**src/rtl/ras_stack_if.sv**
```systemverilog
// Bundles the call/return command and status signals of the return-address stack.
// Checkpoint signals exist only when RAS_CHECKPOINT_EN is defined.
interface ras_stack_if #(
   parameter int ADDR_WIDTH = 32,
   parameter int DEPTH      = 8
);
   localparam int CNT_WIDTH = $clog2(DEPTH + 1);

   logic                  flush_i;
   logic                  push_i;
   logic [ADDR_WIDTH-1:0] push_addr_i;
   logic                  pop_i;
   logic [ADDR_WIDTH-1:0] top_o;
   logic                  valid_o;
   logic [CNT_WIDTH-1:0]  count_o;
   logic                  overflow_o;
   logic                  underflow_o;
`ifdef RAS_CHECKPOINT_EN
   logic                  ckpt_i;
   logic                  restore_i;
`endif

   // Commands are single-cycle strobes sampled on every rising edge; the stack
   // is always ready, so there is no back-pressure and no ready signal.
   modport master (
`ifdef RAS_CHECKPOINT_EN
      output ckpt_i,
      output restore_i,
`endif
      output flush_i,
      output push_i,
      output push_addr_i,
      output pop_i,
      input  top_o,
      input  valid_o,
      input  count_o,
      input  overflow_o,
      input  underflow_o
   );

   modport slave (
`ifdef RAS_CHECKPOINT_EN
      input  ckpt_i,
      input  restore_i,
`endif
      input  flush_i,
      input  push_i,
      input  push_addr_i,
      input  pop_i,
      output top_o,
      output valid_o,
      output count_o,
      output overflow_o,
      output underflow_o
   );
endinterface

```
**src/rtl/ras_stack.sv**
```systemverilog
// Circular return-address stack for the ID-stage call/return predictor.
// Optional speculative checkpoint/restore of {ptr,count} is enabled by RAS_CHECKPOINT_EN.
module ras_stack #(
   parameter int ADDR_WIDTH = 32,
   parameter int DEPTH      = 8,
   parameter int PTR_WIDTH  = $clog2(DEPTH)
) (
   input logic       clk,
   input logic       rst,
   ras_stack_if.slave bus
);
   localparam int CNT_WIDTH = $clog2(DEPTH + 1);
   localparam logic [PTR_WIDTH-1:0] PTR_ONE  = PTR_WIDTH'(1);
   localparam logic [CNT_WIDTH-1:0] CNT_ONE  = CNT_WIDTH'(1);
   localparam logic [CNT_WIDTH-1:0] CNT_FULL = CNT_WIDTH'(DEPTH);

   logic [ADDR_WIDTH-1:0] mem [DEPTH];

   logic [PTR_WIDTH-1:0]  ptr_q;
   logic [PTR_WIDTH-1:0]  ptr_d;
   logic [CNT_WIDTH-1:0]  count_q;
   logic [CNT_WIDTH-1:0]  count_d;
   logic                  overflow_q;
   logic                  overflow_d;
   logic                  underflow_q;
   logic                  underflow_d;

   logic                  wr_en;
   logic [PTR_WIDTH-1:0]  wr_idx;
   logic [PTR_WIDTH-1:0]  top_idx;
   logic                  empty;
   logic                  full;

`ifdef RAS_CHECKPOINT_EN
   logic [PTR_WIDTH-1:0]  shadow_ptr_q;
   logic [CNT_WIDTH-1:0]  shadow_cnt_q;
`endif

   assign empty   = (count_q == '0);
   assign full    = (count_q == CNT_FULL);
   // DEPTH is a power of two, so plain pointer arithmetic wraps modulo DEPTH.
   assign top_idx = ptr_q - PTR_ONE;

   always_comb begin
      ptr_d       = ptr_q;
      count_d     = count_q;
      overflow_d  = 1'b0;
      underflow_d = 1'b0;
      wr_en       = 1'b0;
      wr_idx      = ptr_q;

      if (bus.flush_i) begin
         ptr_d   = '0;
         count_d = '0;
      end
`ifdef RAS_CHECKPOINT_EN
      else if (bus.restore_i) begin
         ptr_d   = shadow_ptr_q;
         count_d = shadow_cnt_q;
      end
`endif
      else if (bus.push_i && bus.pop_i) begin
         wr_en = 1'b1;
         if (empty) begin
            ptr_d       = ptr_q + PTR_ONE;
            count_d     = count_q + CNT_ONE;
            underflow_d = 1'b1;
         end else begin
            // Return immediately followed by a call: overwrite the top in place.
            wr_idx = top_idx;
         end
      end
      else if (bus.push_i) begin
         wr_en = 1'b1;
         ptr_d = ptr_q + PTR_ONE;
         if (full) begin
            overflow_d = 1'b1;
         end else begin
            count_d = count_q + CNT_ONE;
         end
      end
      else if (bus.pop_i) begin
         if (empty) begin
            underflow_d = 1'b1;
         end else begin
            ptr_d   = top_idx;
            count_d = count_q - CNT_ONE;
         end
      end
   end

   always_ff @(posedge clk or negedge rst) begin
      if (!rst) begin
         ptr_q       <= '0;
         count_q     <= '0;
         overflow_q  <= 1'b0;
         underflow_q <= 1'b0;
      end else begin
         ptr_q       <= ptr_d;
         count_q     <= count_d;
         overflow_q  <= overflow_d;
         underflow_q <= underflow_d;
      end
   end

   // Storage needs no reset: empty entries are masked on top_o by count.
   always_ff @(posedge clk) begin
      if (wr_en) begin
         mem[wr_idx] <= bus.push_addr_i;
      end
   end

`ifdef RAS_CHECKPOINT_EN
   // Snapshot takes the post-update pointer so a call in the checkpoint cycle is kept.
   always_ff @(posedge clk or negedge rst) begin
      if (!rst) begin
         shadow_ptr_q <= '0;
         shadow_cnt_q <= '0;
      end else if (bus.ckpt_i) begin
         shadow_ptr_q <= ptr_d;
         shadow_cnt_q <= count_d;
      end
   end
`endif

   assign bus.top_o       = empty ? '0 : mem[top_idx];
   assign bus.valid_o     = !empty;
   assign bus.count_o     = count_q;
   assign bus.overflow_o  = overflow_q;
   assign bus.underflow_o = underflow_q;

endmodule
```
**src/flat_wrapper.sv**
```systemverilog
// flat-port wrapper written by rule: the top's interface ports become plain ports
module ras_stack_flat 
#(
   parameter int ADDR_WIDTH = 32,
   parameter int DEPTH      = 8,
   parameter int PTR_WIDTH  = $clog2(DEPTH)
)
  (clk, rst, bus_flush_i, bus_push_i, bus_push_addr_i, bus_pop_i, bus_top_o, bus_valid_o, bus_count_o, bus_overflow_o, bus_underflow_o);
  ras_stack_if #(.ADDR_WIDTH(ADDR_WIDTH), .DEPTH(DEPTH)) bus_i ();
  input logic clk;
  input logic rst;
  input wire logic [$bits(bus_i.flush_i)-1:0] bus_flush_i;
  input wire logic [$bits(bus_i.push_i)-1:0] bus_push_i;
  input wire logic [$bits(bus_i.push_addr_i)-1:0] bus_push_addr_i;
  input wire logic [$bits(bus_i.pop_i)-1:0] bus_pop_i;
  output wire logic [$bits(bus_i.top_o)-1:0] bus_top_o;
  output wire logic [$bits(bus_i.valid_o)-1:0] bus_valid_o;
  output wire logic [$bits(bus_i.count_o)-1:0] bus_count_o;
  output wire logic [$bits(bus_i.overflow_o)-1:0] bus_overflow_o;
  output wire logic [$bits(bus_i.underflow_o)-1:0] bus_underflow_o;
  assign bus_i.flush_i = bus_flush_i;
  assign bus_i.push_i = bus_push_i;
  assign bus_i.push_addr_i = bus_push_addr_i;
  assign bus_i.pop_i = bus_pop_i;
  assign bus_top_o = bus_i.top_o;
  assign bus_valid_o = bus_i.valid_o;
  assign bus_count_o = bus_i.count_o;
  assign bus_overflow_o = bus_i.overflow_o;
  assign bus_underflow_o = bus_i.underflow_o;
  ras_stack #(.ADDR_WIDTH(ADDR_WIDTH), .DEPTH(DEPTH), .PTR_WIDTH(PTR_WIDTH)) u_core (.clk(clk), .rst(rst), .bus(bus_i));
endmodule
```
**config.mk**
```make
export PLATFORM = sky130hd
export DESIGN_NAME = ras_stack_flat
export DESIGN_NICKNAME = d
export VERILOG_FILES = /design/src/rtl/ras_stack_if.sv /design/src/rtl/ras_stack.sv /design/src/flat_wrapper.sv
export SDC_FILE = /design/constraint.sdc
export NUM_CORES = 1
export LEC_CHECK = 0
export CORE_ASPECT_RATIO = 1.5
export CORE_MARGIN = 5
export CORE_UTILIZATION = 25
export CTS_BUF_LIST = sky130_fd_sc_hd__clkbuf_4 sky130_fd_sc_hd__clkbuf_8 sky130_fd_sc_hd__clkbuf_16
export DETAILED_ROUTE_END_ITERATION = 8
export HOLD_SLACK_MARGIN = 0.03
export PLACE_DENSITY = 0.51
export SETUP_SLACK_MARGIN = 0.02
export SLEW_MARGIN = 20
export SYNTH_ARGS = -nofsm -noshare
export SYNTH_HDL_FRONTEND = slang
export SYNTH_SLANG_ARGS = --single-unit
```
**constraint.sdc**
```tcl
create_clock -name clk -period 12.2 [get_ports clk]
set_input_delay 1.22 -clock clk [delete_from_list [all_inputs] [get_ports clk]]
set_output_delay 1.22 -clock clk [all_outputs]
set_load 0.005 [all_outputs]
```
==> results.txt <==
R2r endpoint = u_core.mem[4][21]
PD cells = 236 nW/um^2
Die footprint = 45400 um^2
Vias per std cell = 4.55
Routed length per placed instance = 20.6 um
Final period util = 41.1%
Count of different cell masters after synthesis = 35
Fmax = 0.200 GHz
First-pass GRT wire length = 34200 um
Slowest CP cell = ha_4
DRT Wirelength = 22400 um
Syn Nets = 515
Clock Path Buffers = 3
Clk pin slew, worst setup/hold paths = 70 ps
Design area = 12600 um^2
Die Wd = 176 um
Sequential fraction of the synthesis area = 76.8%
Hold Path Stages = 2
Ports = 76
Number of global-route vias before repair = 5431
Post-layout net count = 600
Initial antenna violation count = 2
Post-Synthesis Cells = 473
VDD IR max = 0.145 mV
Placed cell areas = 11800 um^2
Post-synth top area share = 74.7%
Synthesized area per cell = 21.8 um^2
Root buf cell = clkbuf_16
Max-slew violations = 0
Critical path data arrival time = 3790 ps
HP Class = register to register
Synth area leaders = edfxtp_1, mux4_2, a22o_1
Syn Std Cell Area = 10300 um^2
FP Rows = 91
Crit-path leading delay family = adder cells
CTS tree = built
GRT Total Usage = 9.86%
Core area = 41000 um^2
LEAKAGE = 0.00388 uW
P&R area growth vs syn = 22.3%
Worst Path Max Fanout = 71
Clock sinks = 265
CP required = 10980 ps
Number of synthesized register bits = 265
# port buffers = 75
Reg2reg setup slack = 8710 ps
Maxcap violations = 0
Layout cells sized above 1 = 22.6%
DR pass1 iterations = 4
Detailed-route DRC error count = 0
CP peak stage delay = 1000 ps
Largest net degree at the start of global routing = 72
Clk_lat worst skew = 530 ps
CTS Hold Buffers Added = 0
Buf+Inv Stages, Crit Path = 2
Hold_sp = u_core.bus.count_o[3]
GPL Wtd Cong = 0.704
Run status = complete, no violations
Fin Setup TNS = 0 ps
# resized after CTS = 0
Initial core utilization = 25.1%
CP Class = register to output port
Worst-path cell chain = inv_1 -> ha_4 -> mux4_2 -> a22o_1 -> clkdlybuf4s50_1
# Post-CTS Setup Buffers = 0
Slew headroom = 30.0%
Die height = 259 um
Cell depth of the worst flop-to-flop path = 5
FILL cells = 3920
CP startpoint kind = register
Initial DRC count = 306
H-tree levels = 1
Gr ovfl total = 0
Number of CTS-inserted buffers = 24
Min-Delay Endpoint = u_core.bus.overflow_o
Worst setup EP type = output port
Least-Margin Pin Slew = 1050 ps
Synthesis Warnings = 0
Post-DRT Antenna Nets = 0
Yosys top cell by area = edfxtp_1
Endpoints failing setup = 0
RSZ-0062 raised after global routing = no
Minimum clock period = 5010 ps
RR Startpoint = u_core.ptr_q[0]
Fin. Hold Viols = 0
Via Count = 4946
Clock Skew = 10.3 ps
WHS = 622 ps
HPWL Detailed = 12800 um
==> synthesized netlist by cell type, drive strengths merged <==
| cell | number |
|---|---|
| a21boi | 1 |
| a211oi | 2 |
| buf | 13 |
| nor2 | 17 |
| or4 | 2 |
| mux2i | 2 |
| xor2 | 3 |
| dfrtp | 9 |
| a32oi | 4 |
| nand2 | 6 |
| nand2b | 2 |
| clkbuf | 14 |
| a311oi | 1 |
| a31oi | 1 |
| nand4 | 3 |
| a22o | 32 |
| or3 | 2 |
| nor3b | 1 |
| nor4b | 1 |
| o21ai | 3 |
| edfxtp | 256 |
| ha | 5 |
| nor3 | 2 |
| mux2 | 2 |
| xnor2 | 3 |
| nor2b | 1 |
| nor4 | 1 |
| o31ai | 1 |
| inv | 7 |
| mux4 | 64 |
| a21oi | 8 |
| nand3 | 4 |
==> per-stage QoR <==
step	setup WS, ps	utilization [%]	power [uW]	instances
4_1_cts	7080	30.7	3030	1087
5_1_grt	6950	30.7	3130	1088
2_1_floorplan	8130	-	1730	473
6_report	7190	30.7	2970	1088
3_5_place_dp	7640	28.8	2260	1043
3_3_place_gp	7660	28.6	2210	1041
==> layout make-up <==
| class | count | area [um^2] | share of cell area (%) |
|---|---|---|---|
| Antenna cell | 1 | 2.50 | 0.0199 |
| Clock buffer | 26 | 633 | 5.03 |
| Clock inverter | 18 | 168 | 1.33 |
| Inverter | 7 | 26.3 | 0.209 |
| Multi-Input combinational cell | 174 | 2330 | 18.5 |
| Sequential cell | 265 | 7920 | 62.9 |
| Tap cell | 511 | 639 | 5.08 |
| Timing Repair Buffer | 86 | 873 | 6.94 |
==> layout by cell type (no fill, tap or decap), types with 2 or more instances in the layout <==
master           count
or3_1                2
nand2b_1             2
nand3_1              4
clkdlybuf4s50_1     75
nor3_1               2
xnor2_1              3
bufinv_16            3
nor2_4               6
a22o_1              32
o21ai_0              3
clkinv_1             4
nand4_1              3
a21oi_1              4
xor2_1               3
mux4_2              64
mux2_1               2
clkbuf_16           25
a32oi_1              4
nor2_1              11
buf_16               2
clkinv_2             9
ha_1                 4
mux2i_1              2
or4_1                2
inv_1                6
a21oi_4              4
buf_4                9
nand2_1              6
edfxtp_1           256
dfrtp_1              8
==> registers in the layout (all words and copies together) (netlist names) <==
register	flops
u_core.bus.count_o	4
u_core.bus.overflow_o	1
u_core.bus.underflow_o	1
u_core.mem	256
u_core.ptr_q	3
==> kinds of logic (layout without fill, tap and decap cells) <==
group | after synthesis | after routing | share of synthesized area (%)
other cells | 0 | 1 | 0
compound gates | 53 | 53 | 4.08
flops | 265 | 265 | 76.8
simple gates | 42 | 42 | 2.03
buf+inv | 34 | 137 | 1.52
xor+xnor | 6 | 6 | 0.510
fa+ha+maj | 5 | 5 | 0.608
mux | 68 | 68 | 14.4
==> per-layer routing <==
layer / track usage, % / routed length (um) / vias up / share of wire, %
met5: 0 / 13 / - / 0.058
met4: 3.64 / 619 / 2 / 2.8
met3: 2.28 / 1200 / 48 / 5.4
met2: 17.1 / 11400 / 128 / 51
met1: 12.0 / 9170 / 2605 / 41
li1: - / - / 2163 / -
==> tightest hold or removal path: cells and delay by family, from the launching register on <==
family / cells / cell delay (ps)
flops: 1 / 440
buf+inv: 1 / 90
simple gates: 1 / 50
==> how the worst max path moves through the flow <==
stage                            end  cells after the start             from  slack, ps
finish                 bus_top_o[20]                      5  u_core.ptr_q[0]       7190
global route           bus_top_o[31]                      5  u_core.ptr_q[0]       6950
CTS                    bus_top_o[20]                      5  u_core.ptr_q[0]       7080
detailed placement     bus_top_o[20]                      5  u_core.ptr_q[0]       7640
global placement       bus_top_o[20]                      6  u_core.ptr_q[0]       7660
floorplan           u_core.mem[2][0]                     11  u_core.ptr_q[0]       8130
==> report_power, final <==
group / internal [uW] / switching [uW]
clock: 440 / 321
combinational: 565 / 505
sequential: 1090 / 50.3
total: 2090 / 876
No activity file was read; power rests on OpenSTA's default activity.
